--- src/rtl/uart_pkg.sv ---
// Shared types and defaults for the UART receive path.
package uart_pkg;

  localparam int unsigned UART_DATA_W   = 8;
  localparam int unsigned UART_RX_DEPTH = 512;

  typedef enum logic [1:0] {
    IDLE,
    WRITE,
    DRAIN
  } uart_rx_ring_state_t;

endpackage

--- src/rtl/uart_ring_ptr.sv ---
// Ring bookkeeping: write/read pointers, fill level, overflow and threshold flags.
module uart_ring_ptr
  import uart_pkg::*;
#(
  parameter int unsigned ADDR_W = 9
) (
  input  logic              clk,
  input  logic              reset_n,
  input  logic              wr_inc_i,
  input  logic              drop_i,
  input  logic              rd_release_i,
  input  logic [ADDR_W:0]   rd_count_i,
  input  logic              flush_i,
  input  logic              ovf_clr_i,
  input  logic [ADDR_W:0]   thresh_i,
  output logic [ADDR_W-1:0] wr_ptr_o,
  output logic [ADDR_W-1:0] rd_ptr_o,
  output logic [ADDR_W:0]   level_o,
  output logic              empty_o,
  output logic              full_o,
  output logic              overflow_o,
  output logic              thresh_hit_o
);

  localparam logic [ADDR_W:0] FullLevel = {1'b1, {ADDR_W{1'b0}}};

  logic [ADDR_W-1:0] wr_ptr_q, wr_ptr_d, rd_ptr_q, rd_ptr_d;
  logic [ADDR_W:0]   level_q, level_d, level_inc, rel_cnt;
  logic              empty_q, empty_d, full_q, full_d;
  logic              ovf_q, ovf_d, thresh_hit_q, thresh_hit_d;

  always_comb begin
    // Apply the pending write first so a same-cycle release may free that word too.
    level_inc = level_q + {{ADDR_W{1'b0}}, wr_inc_i};
    rel_cnt   = '0;
    if (rd_release_i) begin
      rel_cnt = (rd_count_i < level_inc) ? rd_count_i : level_inc;
    end
    level_d      = level_inc - rel_cnt;
    wr_ptr_d     = wr_ptr_q + {{(ADDR_W-1){1'b0}}, wr_inc_i};
    rd_ptr_d     = rd_ptr_q + rel_cnt[ADDR_W-1:0];
    empty_d      = (level_d == '0);
    full_d       = (level_d == FullLevel);
    thresh_hit_d = (level_d >= thresh_i);
    ovf_d        = ovf_q;
    if (drop_i) begin
      ovf_d = 1'b1;
    end else if (ovf_clr_i) begin
      ovf_d = 1'b0;
    end
    if (flush_i) begin
      level_d      = '0;
      wr_ptr_d     = '0;
      rd_ptr_d     = '0;
      empty_d      = 1'b1;
      full_d       = 1'b0;
      thresh_hit_d = 1'b0;
      ovf_d        = 1'b0;
    end
  end

  always_ff @(posedge clk or negedge reset_n) begin
    if (!reset_n) begin
      wr_ptr_q     <= '0;
      rd_ptr_q     <= '0;
      level_q      <= '0;
      empty_q      <= 1'b1;
      full_q       <= 1'b0;
      ovf_q        <= 1'b0;
      thresh_hit_q <= 1'b0;
    end else begin
      wr_ptr_q     <= wr_ptr_d;
      rd_ptr_q     <= rd_ptr_d;
      level_q      <= level_d;
      empty_q      <= empty_d;
      full_q       <= full_d;
      ovf_q        <= ovf_d;
      thresh_hit_q <= thresh_hit_d;
    end
  end

  assign wr_ptr_o     = wr_ptr_q;
  assign rd_ptr_o     = rd_ptr_q;
  assign level_o      = level_q;
  assign empty_o      = empty_q;
  assign full_o       = full_q;
  assign overflow_o   = ovf_q;
  assign thresh_hit_o = thresh_hit_q;

endmodule

--- src/rtl/uart_rx_ring.sv ---
// Accepts words from uart_rx and writes them into a circular Rx buffer RAM.
// DEPTH must be a power of two, at least 4.
module uart_rx_ring
  import uart_pkg::*;
#(
  parameter int unsigned DATA_W = UART_DATA_W,
  parameter int unsigned DEPTH  = UART_RX_DEPTH,
  parameter int unsigned ADDR_W = $clog2(DEPTH)
) (
  input  logic              clk,
  input  logic              reset_n,
  input  logic [DATA_W-1:0] rx_data,
  input  logic              rx_data_ready,
  output logic              rx_data_ack,
  output logic [DATA_W-1:0] mem_wd,
  output logic [ADDR_W-1:0] mem_wa,
  output logic              mem_wen,
  input  logic              rd_release,
  input  logic [ADDR_W:0]   rd_count,
  input  logic              flush,
  input  logic              ovf_clr,
  input  logic [ADDR_W:0]   thresh,
  output logic [ADDR_W-1:0] wr_ptr,
  output logic [ADDR_W-1:0] rd_ptr,
  output logic [ADDR_W:0]   level,
  output logic              empty,
  output logic              full,
  output logic              overflow,
  output logic              thresh_hit
);

  uart_rx_ring_state_t state_q, state_d;
  logic [DATA_W-1:0]   mem_wd_q, mem_wd_d;
  logic [ADDR_W-1:0]   mem_wa_q, mem_wa_d;
  logic                mem_wen_q, mem_wen_d;
  logic                ack_q, ack_d;
  logic                wr_inc, drop;

  always_comb begin
    state_d   = state_q;
    mem_wd_d  = mem_wd_q;
    mem_wa_d  = mem_wa_q;
    mem_wen_d = 1'b0;
    ack_d     = 1'b0;
    wr_inc    = 1'b0;
    drop      = 1'b0;
    unique case (state_q)
      IDLE: begin
        if (rx_data_ready) begin
          ack_d = 1'b1;
          if (flush) begin
            // Handshake completes so uart_rx moves on; the word is discarded.
            state_d = DRAIN;
          end else if (full) begin
            drop    = 1'b1;
            state_d = DRAIN;
          end else begin
            mem_wd_d  = rx_data;
            mem_wa_d  = wr_ptr;
            mem_wen_d = 1'b1;
            state_d   = WRITE;
          end
        end
      end
      WRITE: begin
        wr_inc  = 1'b1;
        state_d = DRAIN;
      end
      DRAIN: begin
        if (!rx_data_ready) begin
          state_d = IDLE;
        end
      end
      default: state_d = IDLE;
    endcase
    if (flush) begin
      mem_wd_d  = '0;
      mem_wa_d  = '0;
      mem_wen_d = 1'b0;
    end
  end

  always_ff @(posedge clk or negedge reset_n) begin
    if (!reset_n) begin
      state_q   <= IDLE;
      mem_wd_q  <= '0;
      mem_wa_q  <= '0;
      mem_wen_q <= 1'b0;
      ack_q     <= 1'b0;
    end else begin
      state_q   <= state_d;
      mem_wd_q  <= mem_wd_d;
      mem_wa_q  <= mem_wa_d;
      mem_wen_q <= mem_wen_d;
      ack_q     <= ack_d;
    end
  end

  assign rx_data_ack = ack_q;
  assign mem_wd      = mem_wd_q;
  assign mem_wa      = mem_wa_q;
  assign mem_wen     = mem_wen_q;

  uart_ring_ptr #(
    .ADDR_W(ADDR_W)
  ) u_ptr (
    .clk         (clk),
    .reset_n     (reset_n),
    .wr_inc_i    (wr_inc),
    .drop_i      (drop),
    .rd_release_i(rd_release),
    .rd_count_i  (rd_count),
    .flush_i     (flush),
    .ovf_clr_i   (ovf_clr),
    .thresh_i    (thresh),
    .wr_ptr_o    (wr_ptr),
    .rd_ptr_o    (rd_ptr),
    .level_o     (level),
    .empty_o     (empty),
    .full_o      (full),
    .overflow_o  (overflow),
    .thresh_hit_o(thresh_hit)
  );

endmodule
--- config.mk ---
export PLATFORM = sky130hd
export DESIGN_NAME = uart_rx_ring
export DESIGN_NICKNAME = d
export VERILOG_FILES = /design/src/rtl/uart_pkg.sv /design/src/rtl/uart_ring_ptr.sv /design/src/rtl/uart_rx_ring.sv
export SDC_FILE = /design/constraint.sdc
export NUM_CORES = 1
export LEC_CHECK = 0
export CORE_MARGIN = 5
export CORE_UTILIZATION = 50
export DETAILED_ROUTE_END_ITERATION = 8
export PLACE_DENSITY = 0.81
export SETUP_SLACK_MARGIN = 0.5
export SYNTH_ARGS = -nofsm -noshare
export SYNTH_HDL_FRONTEND = slang
export SYNTH_SLANG_ARGS = --single-unit
--- constraint.sdc ---
create_clock -name clk -period 6.5 [get_ports clk]
set_input_delay 1.3 -clock clk [delete_from_list [all_inputs] [get_ports clk]]
set_output_delay 1.3 -clock clk [all_outputs]
set_load 0.01 [all_outputs]
# After elaboration in Yosys (flattened, before gate mapping)

Index checks and enable logic that the tools add are counted.

Add/sub/neg operators: 4
Magnitude comparators: 2
Eq/ne operators: 6
Multiplexer cells: 35
Reduce and logical (&&, ||, !) cells: 7

Operators by type and width:

| cell                                                | count |
|---|---|
| two-way mux 9 bit                                   | 6 |
| two-way mux 8 bit                                   | 4 |
| two-way mux 10 bit                                  | 3 |
| two-way mux 1 bit                                   | 17 |
| adder 10 x 1 -> 10 bit                              | 1 |
| equality test 10 bit, second input constant         | 1 |
| greater-or-equal comparator 10 bit                  | 1 |
| zero test 10 bit                                    | 1 |
| less-than comparator 10 bit                         | 1 |
| subtractor 10 bit                                   | 1 |
| adder 9 x 1 -> 9 bit                                | 1 |
| adder 9 bit                                         | 1 |
| two-way mux 2 bit                                   | 4 |
| != test 2 bit, second input constant                | 3 |
| one-hot mux 2 bit (3 select lines)                  | 1 |
| nonzero test 2 bit                                  | 2 |
| AND reduction 3 bit                                 | 1 |
| nonzero test 3 bit                                  | 1 |
| equality test 2 x 1 -> 1 bit, second input constant | 1 |
| equality test 2 bit, second input constant          | 1 |
| zero test 2 bit                                     | 1 |
| AND reduction 2 bit                                 | 1 |

Register bits after elaboration: 53
Bits of input ports: 34
Output and inout port bits: 51

# Depth between registers and ports, before layout

Gate-level depths: netlist of run 1.

Depth after elaboration: 9
Depth in mapped cells: 27
Mapped depth without buffers: 27

# Cells and area by module

A second synthesis of run 1 with hierarchy kept.

Cells, all modules: 382
Area total of the unflattened synthesis: 3,681.0 um^2

Modules (own cells, without submodules):

| module        | times used | cells each | area each (um^2) | seq. area each (um^2) |
|---|---|---|---|---|
| uart_ring_ptr | 1          | 292        | 2,647.5          | 802.0 |
| uart_rx_ring  | 1          | 90         | 1,033.5          | 525.5 |

# Least setup slack after synthesis of run 1

Ideal clock, no wire load.

Kind: register to register
From: reg state_q[1]
To: reg u_ptr.thresh_hit_q, in the netlist u_ptr.thresh_hit_o
Setup time: 0.144 ns
Arrival: 4.965 ns
Required time: 6.356 ns
Setup slack: 1.391 ns
Cell stages (with the launch flop): 26
Path through: dfrtp_1 -> nor2b_1 -> ha_1 -> ha_1 -> and3_1 -> and3_1 -> xor2_1 -> inv_1 -> ha_1 -> and4_1 -> a31oi_1 -> nand2_2 -> mux2i_1 -> nand2b_1 -> ha_1 -> nor2b_1 -> o211ai_1 -> a31oi_1 -> o2111ai_1 -> o211ai_1 -> xor2_2 -> inv_1 -> ha_1 -> a211o_1 -> a21oi_1 -> a221oi_1

Cells in the longest elaborated chain, start to end: 9

RTL lines:

| item                                 | RTL line            | RTL |
|---|---|---|
| start, declared                      | uart_rx_ring.sv:32  | `uart_rx_ring_state_t state_q, state_d;` |
| start signal, assigned               | uart_rx_ring.sv:91  | `state_q <= state_d;` |
| equality test 2 x 1 -> 1 bit *       | uart_rx_ring.sv:47  | `unique case (state_q)` |
| two-way mux 1 bit *                  | uart_rx_ring.sv:47  |  |
| adder 10 x 1 -> 10 bit *             | uart_ring_ptr.sv:34 | `level_inc = level_q + {{ADDR_W{1'b0}}, wr_inc_i};` |
| less-than comparator 10 bit          | uart_ring_ptr.sv:37 | `rel_cnt = (rd_count_i < level_inc) ? rd_count_i : level_inc;` |
| two-way mux 10 bit                   | uart_ring_ptr.sv:37 |  |
| two-way mux 10 bit                   | uart_ring_ptr.sv:36 | `if (rd_release_i) begin` |
| subtractor 10 bit *                  | uart_ring_ptr.sv:39 | `level_d = level_inc - rel_cnt;` |
| greater-or-equal comparator 10 bit * | uart_ring_ptr.sv:44 | `thresh_hit_d = (level_d >= thresh_i);` |
| two-way mux 1 bit *                  | uart_ring_ptr.sv:51 | `if (flush_i) begin` |
| via u_ptr.thresh_hit_d               | uart_ring_ptr.sv:30 | `logic ovf_q, ovf_d, thresh_hit_q, thresh_hit_d;` |
| end signal, assigned                 | uart_ring_ptr.sv:78 | `thresh_hit_q <= thresh_hit_d;` |
| end, declared                        | uart_ring_ptr.sv:30 |  |

The timed path passes the listed nets; every way through them passes the cells marked *.
A chain may end at the register's enable or synchronous reset.

# Final worst setup path of run 1

Same ends and word-level chain as after synthesis.

==> results of run 1 <==
## kinds of logic after synthesis
family	count (synthesis)
AOI/OAI and AO/OA	73
xor gates and xnor gates	23
adders and majority gates	43
buffers and inverters	44
DFF	53
muxes	9
and+or+nand+nor	107
## layer usage
layer / vias up / part of all wire, %
met5: - / 0
met4: 0 / 1.0
met3: 9 / 4.0
met2: 60 / 51
met1: 1368 / 44
li1: 1395 / -
## final timing paths
kind	end	depth (start not counted)	slack, ns
max in group asynchronous	u_ptr.level_o[3]$_DFF_PN0_	2	4.93
setup / recovery	u_ptr.thresh_hit_o$_DFF_PN0_	25	0.98
hold / removal	state_q[1]$_DFFE_PN0P_	1	0.47
min in group asynchronous	mem_wa[3]$_DFFE_PN0P_	2	1.11
hold reg to reg	state_q[1]$_DFFE_PN0P_	1	0.47
setup reg to reg	u_ptr.thresh_hit_o$_DFF_PN0_	25	0.98
## stage by stage
| step | setup slack, ns | instance area [um2] | hold slack (ns) | power [mW] | util (%) |
|---|---|---|---|---|---|
| after global routing | 0.500 | 4480 | 0.510 | 1.88 | 66.6 |
| after detailed placement | 0.760 | 4350 | 0.460 | 1.48 | 64.7 |
| after floorplan | 1.39 | 3420 | 0.442 | 1.16 | - |
| after CTS | 0.745 | 4460 | 0.472 | 1.72 | 66.4 |
| after global placement | 0.915 | 4350 | 0.453 | 1.44 | 64.7 |
| final | 0.978 | 4480 | 0.474 | 1.72 | 66.6 |
## cell usage in the layout (no fill, tap or decap), types with 2 or more instances in the layout
cell type        count
clkbuf_8             5
xnor2_1              8
o21a_1               2
and3_1               5
inv_1               37
o211ai_1             4
nand3_1              9
a22o_1              17
o41ai_1              2
a21oi_1             17
o21bai_1             2
nand2_1             16
a21o_1               3
a31oi_2              2
nand3b_1             3
nor4_1               2
a221oi_1             2
or3_1                2
mux2i_1              8
clkdlybuf4s50_1     83
xor2_1              12
ha_1                41
o21ai_0             12
nor3_1               4
nor2_1              34
fa_1                 2
nand2b_1            11
nor2b_1             13
dfrtp_1             52
buf_4                2
## cell type report
class / instances / area share, %
clock buffers: 5 / 1.54
clock inverters: 3 / 0.978
inverters: 37 / 3.10
multi-input cells: 255 / 43.5
flip-flops and latches: 53 / 29.6
well taps: 80 / 2.24
repair buffers: 86 / 19.0
## state kept, by name, indices dropped and copies added (netlist names)
name	flops
u_ptr.full_o	1
rx_data_ack	1
mem_wa	9
u_ptr.rd_ptr_o	9
u_ptr.overflow_o	1
u_ptr.wr_ptr_o	9
state_q	2
mem_wen	1
u_ptr.empty_o	1
u_ptr.level_o	10
mem_wd	8
u_ptr.thresh_hit_o	1
## power by group
part	leakage, nW	internal (mW)	total [mW]	switching, mW
Combinational	1.40	0.490	1.05	0.560
Clock	0.0585	0.116	0.230	0.114
Sequential	0.713	0.389	0.441	0.0526
Total	2.18	0.994	1.72	0.727
==> key figures, run 1 <==
Outcome
  • Outcome: complete, no violations

Routing
  • Initial DRC count: around 170
  • Final WL: between 8 and 9 mm
  • DRC Markers: 0
  • Routed Antenna Nets: 0
  • Pre-antenna DRT Iters: 4
  • Detail-routed via count per cell: 5.46
  • Wire per inst: 16.2 um
  • Vias: 2832

Global routing
  • Tot GR Track Use: roughly a fifth
  • Largest net degree at the start of global routing: 54
  • Top Usage Layer GRT: met2
  • Vias in the first global route: 2879
  • Initial antenna violation count: 0
  • Met3 Use GR: about 2.7%
  • First-pass GRT wire length: 14.2 mm
  • Met2 usage in global routing: 34.7%
  • Met1 Resource Use GR: 27.9%
  • GRT overflow: 0

Floorplanning
  • Die height: ~90 um
  • Starting Density: 50.9%
  • # rows: 30
  • Total core area: 0.00672 mm2
  • IO Count: 85
  • DIE AREA: 0.00860 mm2
  • Die Width: 92.7 um

Synth
  • Most common cell in the netlist: dfrtp_1
  • Synth area leaders: dfrtp_1 38%, ha_1 15%, a22o_1 4.4%
  • Yosys reg bits: 53
  • Sequential area share after synthesis: 38.8%
  • Mean Syn Cell Area: 9.72 um2
  • Synth Area in Simple Gates: 15.8%
  • Mux cell area share after synthesis: ~2.8%
  • Mapped Area: roughly 0.0034 mm2
  • Count of cell types in the netlist: 49
  • Post-Syn Nets: 429
  • XOR/XNOR Fraction of Synth Area: 6.73%
  • Synth area leader: dfrtp_1
  • Synth warn: 0
  • Ys flop type: dfrtp_1
  • Asr flop ratio synth: 100%
  • Largest family of logic cells by synthesized area: adder cells
  • Synth Area in Compound Gates: 14.9%
  • Top cells by count, synth: 52 x dfrtp_1, 41 x ha_1, 37 x inv_1, 34 x nor2_1
  • Post-synth top area share: 38.0%
  • Mapped Cells: between 300 and 400
  • Adder-cell share of the synthesized area: 16.2%
  • EDFF count, synth: 0

Finish
  • Fraction of layout cells with a size suffix above 1: 5.01%
  • Storage element area: 0.00133 mm2
  • Final net count: approximately 520
  • Fillers: 533
  • Area taken by multi-input logic gates: 0.00195 mm2
  • N_diodes: 0
  • Non-filler cells, final: 519
  • Synth-to-layout area growth: 30.9%

Worst setup path
  • Critical Path AT: 5.70 ns
  • CP max FO: 9
  • CP most frequent cell: ha_1
  • Buf/Inv on CP: 2
  • Max stage delay on crit path: 0.41 ns
  • Crit. End Element: flip-flop
  • Crit path required time: 6.68 ns
  • Kind of critical path: flip-flop to flip-flop
  • Largest delay share family, worst path: compound AO/OA/AOI/OAI gates
  • Worst setup SP type: flip-flop
  • Setup crit start: state_q[1]$_DFFE_PN0P_
  • CP max stage cell: dfrtp_1
  • Reg-to-reg startpoint: state_q[1]$_DFFE_PN0P_

Worst hold path
  • Hold path start: state_q[0]$_DFFE_PN0P_
  • HP Class: flip-flop to flip-flop

Clock tree
  • CTS resizes: 0
  • Cts hold-fix bufs: 0
  • CTS Root Cell: clkbuf_8
  • Clock Latency Late Sink: 0.31 ns
  • CTS tree: done
  • # clock sinks: 53
  • # H-tree levels: 2
  • CTS buffer count: 5
  • Bufs on Longest Clock Path: 2
  • Clk slew on worst S/H paths: around 0.1 ns
  • Post-CTS Setup Inserts: 0

Timing
  • Final Critical Period: 5.52 ns
  • RSZ-0062 raised after global routing: no
  • Sum Neg Setup Slack: 0 ns
  • Fmax: 181 MHz
  • Tcrit/Tclk final: about 85%
  • Worst clock skew: 0.0117 ns
  • Final Max Slew Viols: 0
  • Hold Violations, Final: 0
  • Slew @ Worst Pin: 1.14 ns
  • Setup violators final: 0
  • Slew headroom: 23.3%

Place
  • DP HPWL: 6.54 mm
  • Placed instance count: 511
  • I/O Buffers: 84
  • RePlAce Congestion: ~0.90

Power
  • P per Cell Area: 384 mW/mm2
  • Peak supply drop: around 240 uV
  • Leakage power: 2.18 nW

Flow run
  • Max-cap violations: 0
Note: power is estimated with default switching activity, not from simulation.
==> inputs of run 2 (changes only) <==
clock period = 5.7 ns   (was 6.5 ns; I/O delays follow)
==> run 2 against run 1 <==
  * Sequential power increased by 19%
  * Sequential share of layout area decreased by 2.2 points
  * Clock skew increased by 0.0037 ns
  * First-iteration DRC count increased by 63%
  * Sequential cell count unchanged
  * Fmax increased by 6.0%
  * Combinational power increased by 47%
  * Cell area increased by 8.0%
  * Register-to-register slack got worse by 0.49 ns
  * Routed wire length increased by 14%
  * Critical endpoint unchanged
==> key figures, run 2 (synthesis gave the netlist of run 1 again) <==
Timing
  • Hold Violations, Final: 0 (unchanged)
  • Setup violators final: 0 (unchanged)
  • Final Critical Period: 5.21 ns (-0.313 ns)
  • Sum Neg Setup Slack: 0 ns (unchanged)
  • Worst clock skew: 0.0154 ns (+0.00371 ns)
  • RSZ-0062 raised after global routing: yes
  • Slew @ Worst Pin: 1.09 ns (-0.0495 ns)
  • Final Max Slew Viols: 0 (unchanged)
  • Slew headroom: 26.8% (+3.4 points)
  • Tcrit/Tclk final: 91.4% (+6.4 points)
  • Fmax: 192 MHz (+6.0%)

Place
  • I/O Buffers: 84 (unchanged)
  • RePlAce Congestion: 0.886 (-1.9%)
  • DP HPWL: 6.54 mm (about the same)

Finish
  • Max reg flops: 10 (unchanged)
  • Area taken by multi-input logic gates: 0.00220 mm2 (+13%)
  • N_diodes: 0 (unchanged)
  • Layout Utilization: 72.0% (+5.3 points)
  • Most frequent cells in the layout: 83 x clkdlybuf4s50_1, 52 x dfrtp_1, 35 x inv_1
  • Fillers: 474 (-11%)
  • Storage element area: 0.00133 mm2 (unchanged)
  • Most common cell after layout, fill and taps aside: clkdlybuf4s50_1
  • Synth-to-layout area growth: 41.3%
  • Final net count: 532 (+3.3%)
  • Fraction of layout cells with a size suffix above 1: 16.2% (+11 points)

Floorplanning
  • Die height: 92.7 um (unchanged)
  • # rows: 30 (unchanged)
  • Total core area: 0.00672 mm2 (unchanged)
  • Die Width: 92.7 um (unchanged)
  • IO Count: 85 (unchanged)
  • DIE AREA: 0.00860 mm2 (unchanged)
  • Starting Density: 50.9% (unchanged)

Worst hold path
  • HP Class: flip-flop to flip-flop
  • Worst Hold End: mem_wd[7]$_DFFE_PN0P_
  • Hold path start: mem_wd[7]$_DFFE_PN0P_
  • Worst hold stages: 1 (unchanged)

Outcome
  • Outcome: complete, no violations

Worst setup path
  • Kind of critical path: flip-flop to flip-flop
  • Max stage delay on crit path: 0.40 ns (about the same)
  • Worst setup SP type: flip-flop
  • Critical Path AT: 5.40 ns (-0.30 ns)
  • Crit path required time: 5.90 ns (-0.78 ns)
  • CP max FO: 6 (-3)
  • Buf/Inv on CP: 2 (unchanged)
  • Crit. End Element: flip-flop
  • Reg2reg end: u_ptr.thresh_hit_o$_DFF_PN0_
  • Largest delay share family, worst path: compound AO/OA/AOI/OAI gates
  • CP most frequent cell: ha_4
  • Reg-to-reg startpoint: state_q[0]$_DFFE_PN0P_
  • R2R Setup Slk: 0.49 ns (-0.49 ns)
  • CP max stage cell: dfrtp_1
  • Reg2reg path depth: 26 (+4.0%)

Power
  • Peak supply drop: 281 uV (+19%)
  • Design Power: 2.28 mW (+32%)
  • Leakage power: 2.28 nW (+4.6%)
  • P per Cell Area: 472 mW/mm2 (+23%)

Routing
  • Vias: 3048 (+7.6%)
  • Pre-antenna DRT Iters: 5 (+1)
  • DRC Markers: 0 (unchanged)
  • Detail-routed via count per cell: 5.69 (+4.2%)
  • Initial DRC count: 270 (+63%)
  • Final WL: 9.52 mm (+14%)
  • Wire per inst: 17.8 um (+9.9%)
  • Routed Antenna Nets: 0 (unchanged)

Clock tree
  • Clk slew on worst S/H paths: 0.11 ns (about the same)
  • # clock sinks: 53 (unchanged)
  • CTS Root Cell: clkbuf_8
  • # H-tree levels: 2 (unchanged)
  • CTS buffer count: 5 (unchanged)
  • Cts hold-fix bufs: 0 (unchanged)
  • CTS tree: done
  • Clock Latency Late Sink: 0.32 ns (about the same)
  • Bufs on Longest Clock Path: 2 (unchanged)

Global routing
  • First-pass GRT wire length: 14.3 mm (+0.58%)
  • Largest net degree at the start of global routing: 54 (unchanged)
  • Initial antenna violation count: 0 (unchanged)
  • GRT overflow: 0 (unchanged)
  • Vias in the first global route: 3020 (+4.9%)
  • Tot GR Track Use: 20.4% (+0.10 points)

Flow run
  • Max-cap violations: 0 (unchanged)
==> run 2: cell types whose count changed in the layout (fill, tap and decap cells not counted), sizes merged <==
cell / previous run / this run
buf: 3 / 20
bufinv: 1 / 0
clkbuf: 5 / 6
==> run 2: metrics by stage <==
stage | instance area, um2 | hold slack, ns | worst slack (ns) | cells
6_report | 4830 | 0.514 | 0.492 | 536
5_1_grt | 4830 | 0.531 | 0.272 | 536
4_1_cts | 4510 | 0.494 | 0.501 | 523
3_5_place_dp | 4360 | 0.476 | 0.00413 | 512
3_3_place_gp | 4360 | 0.456 | 0.335 | 512
2_1_floorplan | 3420 | 0.442 | 0.591 | 352
==> run 2: final cells by class <==
class                           count  area share [%]
Multi-Input combinational cell    255            45.6
Sequential cell                    53            27.5
Timing Repair Buffer              103            20.2
Inverter                           37            2.87
Tap cell                           80            2.07
Clock buffer                        6            1.50
Clock inverter                      2           0.285
==> run 2: metal layers <==
| metal | wire (um) | track usage [%] |
|---|---|---|
| met5 | 0 | 0 |
| met4 | 202 | 6.72 |
| met3 | 436 | 2.44 |
| met2 | 4840 | 35.3 |
| met1 | 4040 | 26.7 |
==> run 2: worst max-delay path by stage <==
stage / start / end / cells after the start
final: state_q[0]$_DFFE_PN0P_ / u_ptr.thresh_hit_o$_DFF_PN0_ / 26
after global placement: state_q[1]$_DFFE_PN0P_ / u_ptr.thresh_hit_o$_DFF_PN0_ / 25
after CTS: state_q[1]$_DFFE_PN0P_ / u_ptr.thresh_hit_o$_DFF_PN0_ / 26
after floorplan: state_q[1]$_DFFE_PN0P_ / u_ptr.thresh_hit_o$_DFF_PN0_ / 25
after global routing: state_q[0]$_DFFE_PN0P_ / u_ptr.thresh_hit_o$_DFF_PN0_ / 26
after detailed placement: state_q[1]$_DFFE_PN0P_ / u_ptr.thresh_hit_o$_DFF_PN0_ / 25
==> run 2: timing repair <==
action,in CTS,in global routing
setup buffers,3,13
setup endpoints to repair,3,3
endpoints found under the hold margin,0,0
pin swaps,2,16
gates resized for setup,8,43
==> run 2: worst reg2reg max path: cells and delay by family (launching register included) <==
| kind | cells | cell delay [ns] |
|---|---|---|
| buf+inv | 2 | 0.14 |
| compound gates | 8 | 1.53 |
| simple gates | 8 | 1.37 |
| fa+ha+maj | 5 | 1.02 |
| xor+xnor | 2 | 0.41 |
| flops | 1 | 0.40 |
| mux | 1 | 0.22 |
==> run 2: report_power, final <==
| group | leakage (nW) | internal (mW) | switching, mW |
|---|---|---|---|
| combinational | 1.52 | 0.742 | 0.795 |
| clock | 0.0456 | 0.0880 | 0.132 |
| sequential | 0.713 | 0.443 | 0.0801 |
| total | 2.28 | 1.27 | 1.01 |
==> inputs of run 3 (changes only) <==
CAP_MARGIN = 20   (was not set)
==> run 3 against run 2 <==
  * Fmax about the same
  * Setup slack better by 0.0021 ns
  * Combinational power about the same
  * Power about the same
  * Register-to-register slack barely moved
  * Via count down 0.49%
  * Sequential share of layout area fell by 0.11 points
  * Routed wire length down 0.22%
  * Clock-buffer cell count unchanged
  * Cell area up 0.39%
  * Largest cell class unchanged
==> key figures, run 3 (synthesis gave the netlist of run 1 again) <==
Outcome
  • Outcome: complete, no violations

Floorplanning
  • IO Count: 85 (unchanged)
  • Die Width: 92.7 um (unchanged)
  • Starting Density: 50.9% (unchanged)
  • Total core area: 0.00672 mm2 (unchanged)
  • # rows: 30 (unchanged)
  • Die height: 92.7 um (unchanged)
  • DIE AREA: 0.00860 mm2 (unchanged)

Global routing
  • Met1 Resource Use GR: 26.7% (unchanged)
  • Top Usage Layer GRT: met2
  • Met2 usage in global routing: 35.3% (unchanged)
  • Met3 Use GR: 2.44% (unchanged)
  • Initial antenna violation count: 0 (unchanged)
  • Vias in the first global route: 3020 (unchanged)
  • Tot GR Track Use: 20.4% (unchanged)
  • GRT overflow: 0 (unchanged)
  • Largest net degree at the start of global routing: 54 (unchanged)
  • First-pass GRT wire length: 14.3 mm (unchanged)

Finish
  • Post-route cell area: 0.00485 mm2 (+0.39%)
  • N_diodes: 0 (unchanged)
  • Most frequent cells in the layout: 83 x clkdlybuf4s50_1, 52 x dfrtp_1, 35 x inv_1
  • Final net count: 534 (+0.38%)
  • Most common cell after layout, fill and taps aside: clkdlybuf4s50_1
  • Synth-to-layout area growth: 41.9%
  • Max reg flops: 10 (unchanged)
  • Layout Utilization: 72.2% (+0.28 points)
  • Fillers: 472 (-0.42%)
  • Fraction of layout cells with a size suffix above 1: 16.6% (+0.37 points)
  • Non-filler cells, final: 538 (+0.37%)

Timing
  • RSZ-0062 raised after global routing: yes
  • Sum Neg Setup Slack: 0 ns (unchanged)
  • Fmax: 192 MHz (about the same)
  • Final Max Slew Viols: 0 (unchanged)
  • Hold Violations, Final: 0 (unchanged)
  • Setup violators final: 0 (unchanged)
  • Tcrit/Tclk final: 91.3% (about the same)
  • Final Critical Period: 5.21 ns (-0.00209 ns)
  • Worst clock skew: 0.0147 ns (-0.000698 ns)
  • Slew headroom: 55.4% (+29 points)
  • Slew @ Worst Pin: 0.670 ns (-0.425 ns)

Routing
  • Detail-routed via count per cell: 5.64 (-0.86%)
  • Vias: 3033 (-0.49%)
  • Wire per inst: 17.6 um (-0.59%)
  • Final WL: 9.49 mm (-0.22%)
  • Initial DRC count: 252 (-6.7%)
  • Routed Antenna Nets: 0 (unchanged)
  • Pre-antenna DRT Iters: 4 (-1)
  • DRC Markers: 0 (unchanged)

Place
  • DP HPWL: 6.54 mm (unchanged)
  • Placed instance count: 512 (unchanged)
  • Placed cell area: 0.00436 mm2 (unchanged)
  • I/O Buffers: 84 (unchanged)
  • RePlAce Congestion: 0.886 (unchanged)

Clock tree
  • # clock sinks: 53 (unchanged)
  • CTS buffer count: 5 (unchanged)
  • CTS tree: done
  • Bufs on Longest Clock Path: 2 (unchanged)
  • Clk slew on worst S/H paths: 0.11 ns (about the same)
  • CTS Root Cell: clkbuf_8
  • Clock Latency Late Sink: 0.32 ns (about the same)
  • # H-tree levels: 2 (unchanged)

Power
  • P per Cell Area: 470 mW/mm2 (-0.43%)
  • Design Power: 2.28 mW (about the same)
  • Peak supply drop: 279 uV (-0.54%)
  • Leakage power: 2.29 nW (+0.49%)

Flow run
  • Max-cap violations: 0 (unchanged)

Worst setup path
  • Crit path required time: 5.89 ns (about the same)
  • CP max FO: 6 (unchanged)
  • Kind of critical path: flip-flop to flip-flop
  • Crit. End Element: flip-flop
  • Critical Path AT: 5.40 ns (about the same)
  • Worst setup SP type: flip-flop

Worst hold path
  • HP Class: flip-flop to flip-flop
[run 3: final timing paths]
| check | from | to | slack [ns] | cells after the start |
|---|---|---|---|---|
| worst max-delay path | state_q[0]$_DFFE_PN0P_ | u_ptr.thresh_hit_o$_DFF_PN0_ | 0.49 | 26 |
| worst min-delay path | mem_wd[7]$_DFFE_PN0P_ | mem_wd[7]$_DFFE_PN0P_ | 0.51 | 1 |
| worst max register to register | state_q[0]$_DFFE_PN0P_ | u_ptr.thresh_hit_o$_DFF_PN0_ | 0.49 | 26 |
| worst min register to register | mem_wd[7]$_DFFE_PN0P_ | mem_wd[7]$_DFFE_PN0P_ | 0.51 | 1 |
| max in group asynchronous | reset_n | u_ptr.rd_ptr_o[3]$_DFF_PN0_ | 4.31 | 2 |
| min in group asynchronous | reset_n | mem_wa[3]$_DFFE_PN0P_ | 0.94 | 2 |
[run 3: worst max-delay path, stage by stage (launching register included)]
cell and delay [ns]:
dfrtp_1 0.40, nor2b_4 0.24, ha_4 0.16, ha_4 0.13, and3_4 0.23, and3_4 0.22, xor2_4 0.18, inv_2 0.07
ha_4 0.27, and4_4 0.20, nand2_2 0.05, a21o_1 0.21, nand2_4 0.12, mux2i_1 0.22, nand2b_4 0.17, ha_4 0.22
nor2b_4 0.13, o211ai_1 0.29, a31oi_2 0.18, o2111ai_2 0.22, o211ai_1 0.16, xor2_2 0.23, inv_2 0.07, ha_4 0.24
a211o_1 0.27, a21oi_2 0.13, a221oi_2 0.07
[run 3: repair_timing]
item	CTS	global route
endpoints found under the hold margin	0	0
hold buffers	0	0
setup endpoints to repair	3	3
setup buffers	3	13
pin swaps	2	16
gates resized for setup	8	43
[run 3: layout make-up]
cell class,count,area (um2),area share [%]
clock buffer,6,72.6,1.50
clock inverter,2,13.8,0.284
inverter,37,139,2.86
multi-input combinational,255,2200,45.4
sequential,53,1330,27.4
tap,80,100,2.06
timing repair buffer,105,997,20.5
[run 3: power breakdown]
| group | switching [mW] | leakage [nW] | internal, mW |
|---|---|---|---|
| clock | 0.130 | 0.0456 | 0.0880 |
| combinational | 0.794 | 1.53 | 0.744 |
| sequential | 0.0800 | 0.713 | 0.443 |
| total | 1.00 | 2.29 | 1.27 |
[run 3: metrics by stage]
step | hold WS (ns) | worst slack (ns)
2_1_floorplan | 0.442 | 0.591
3_3_place_gp | 0.456 | 0.335
3_5_place_dp | 0.476 | 0.00413
4_1_cts | 0.494 | 0.501
5_1_grt | 0.531 | 0.272
6_report | 0.513 | 0.494
[run 3: per-layer routing]
metal / wire length (um) / vias up
met2: 4840 / 111
met5: 0 / -
met4: 195 / 0
li1: - / 1428
met3: 497 / 21
met1: 3960 / 1473
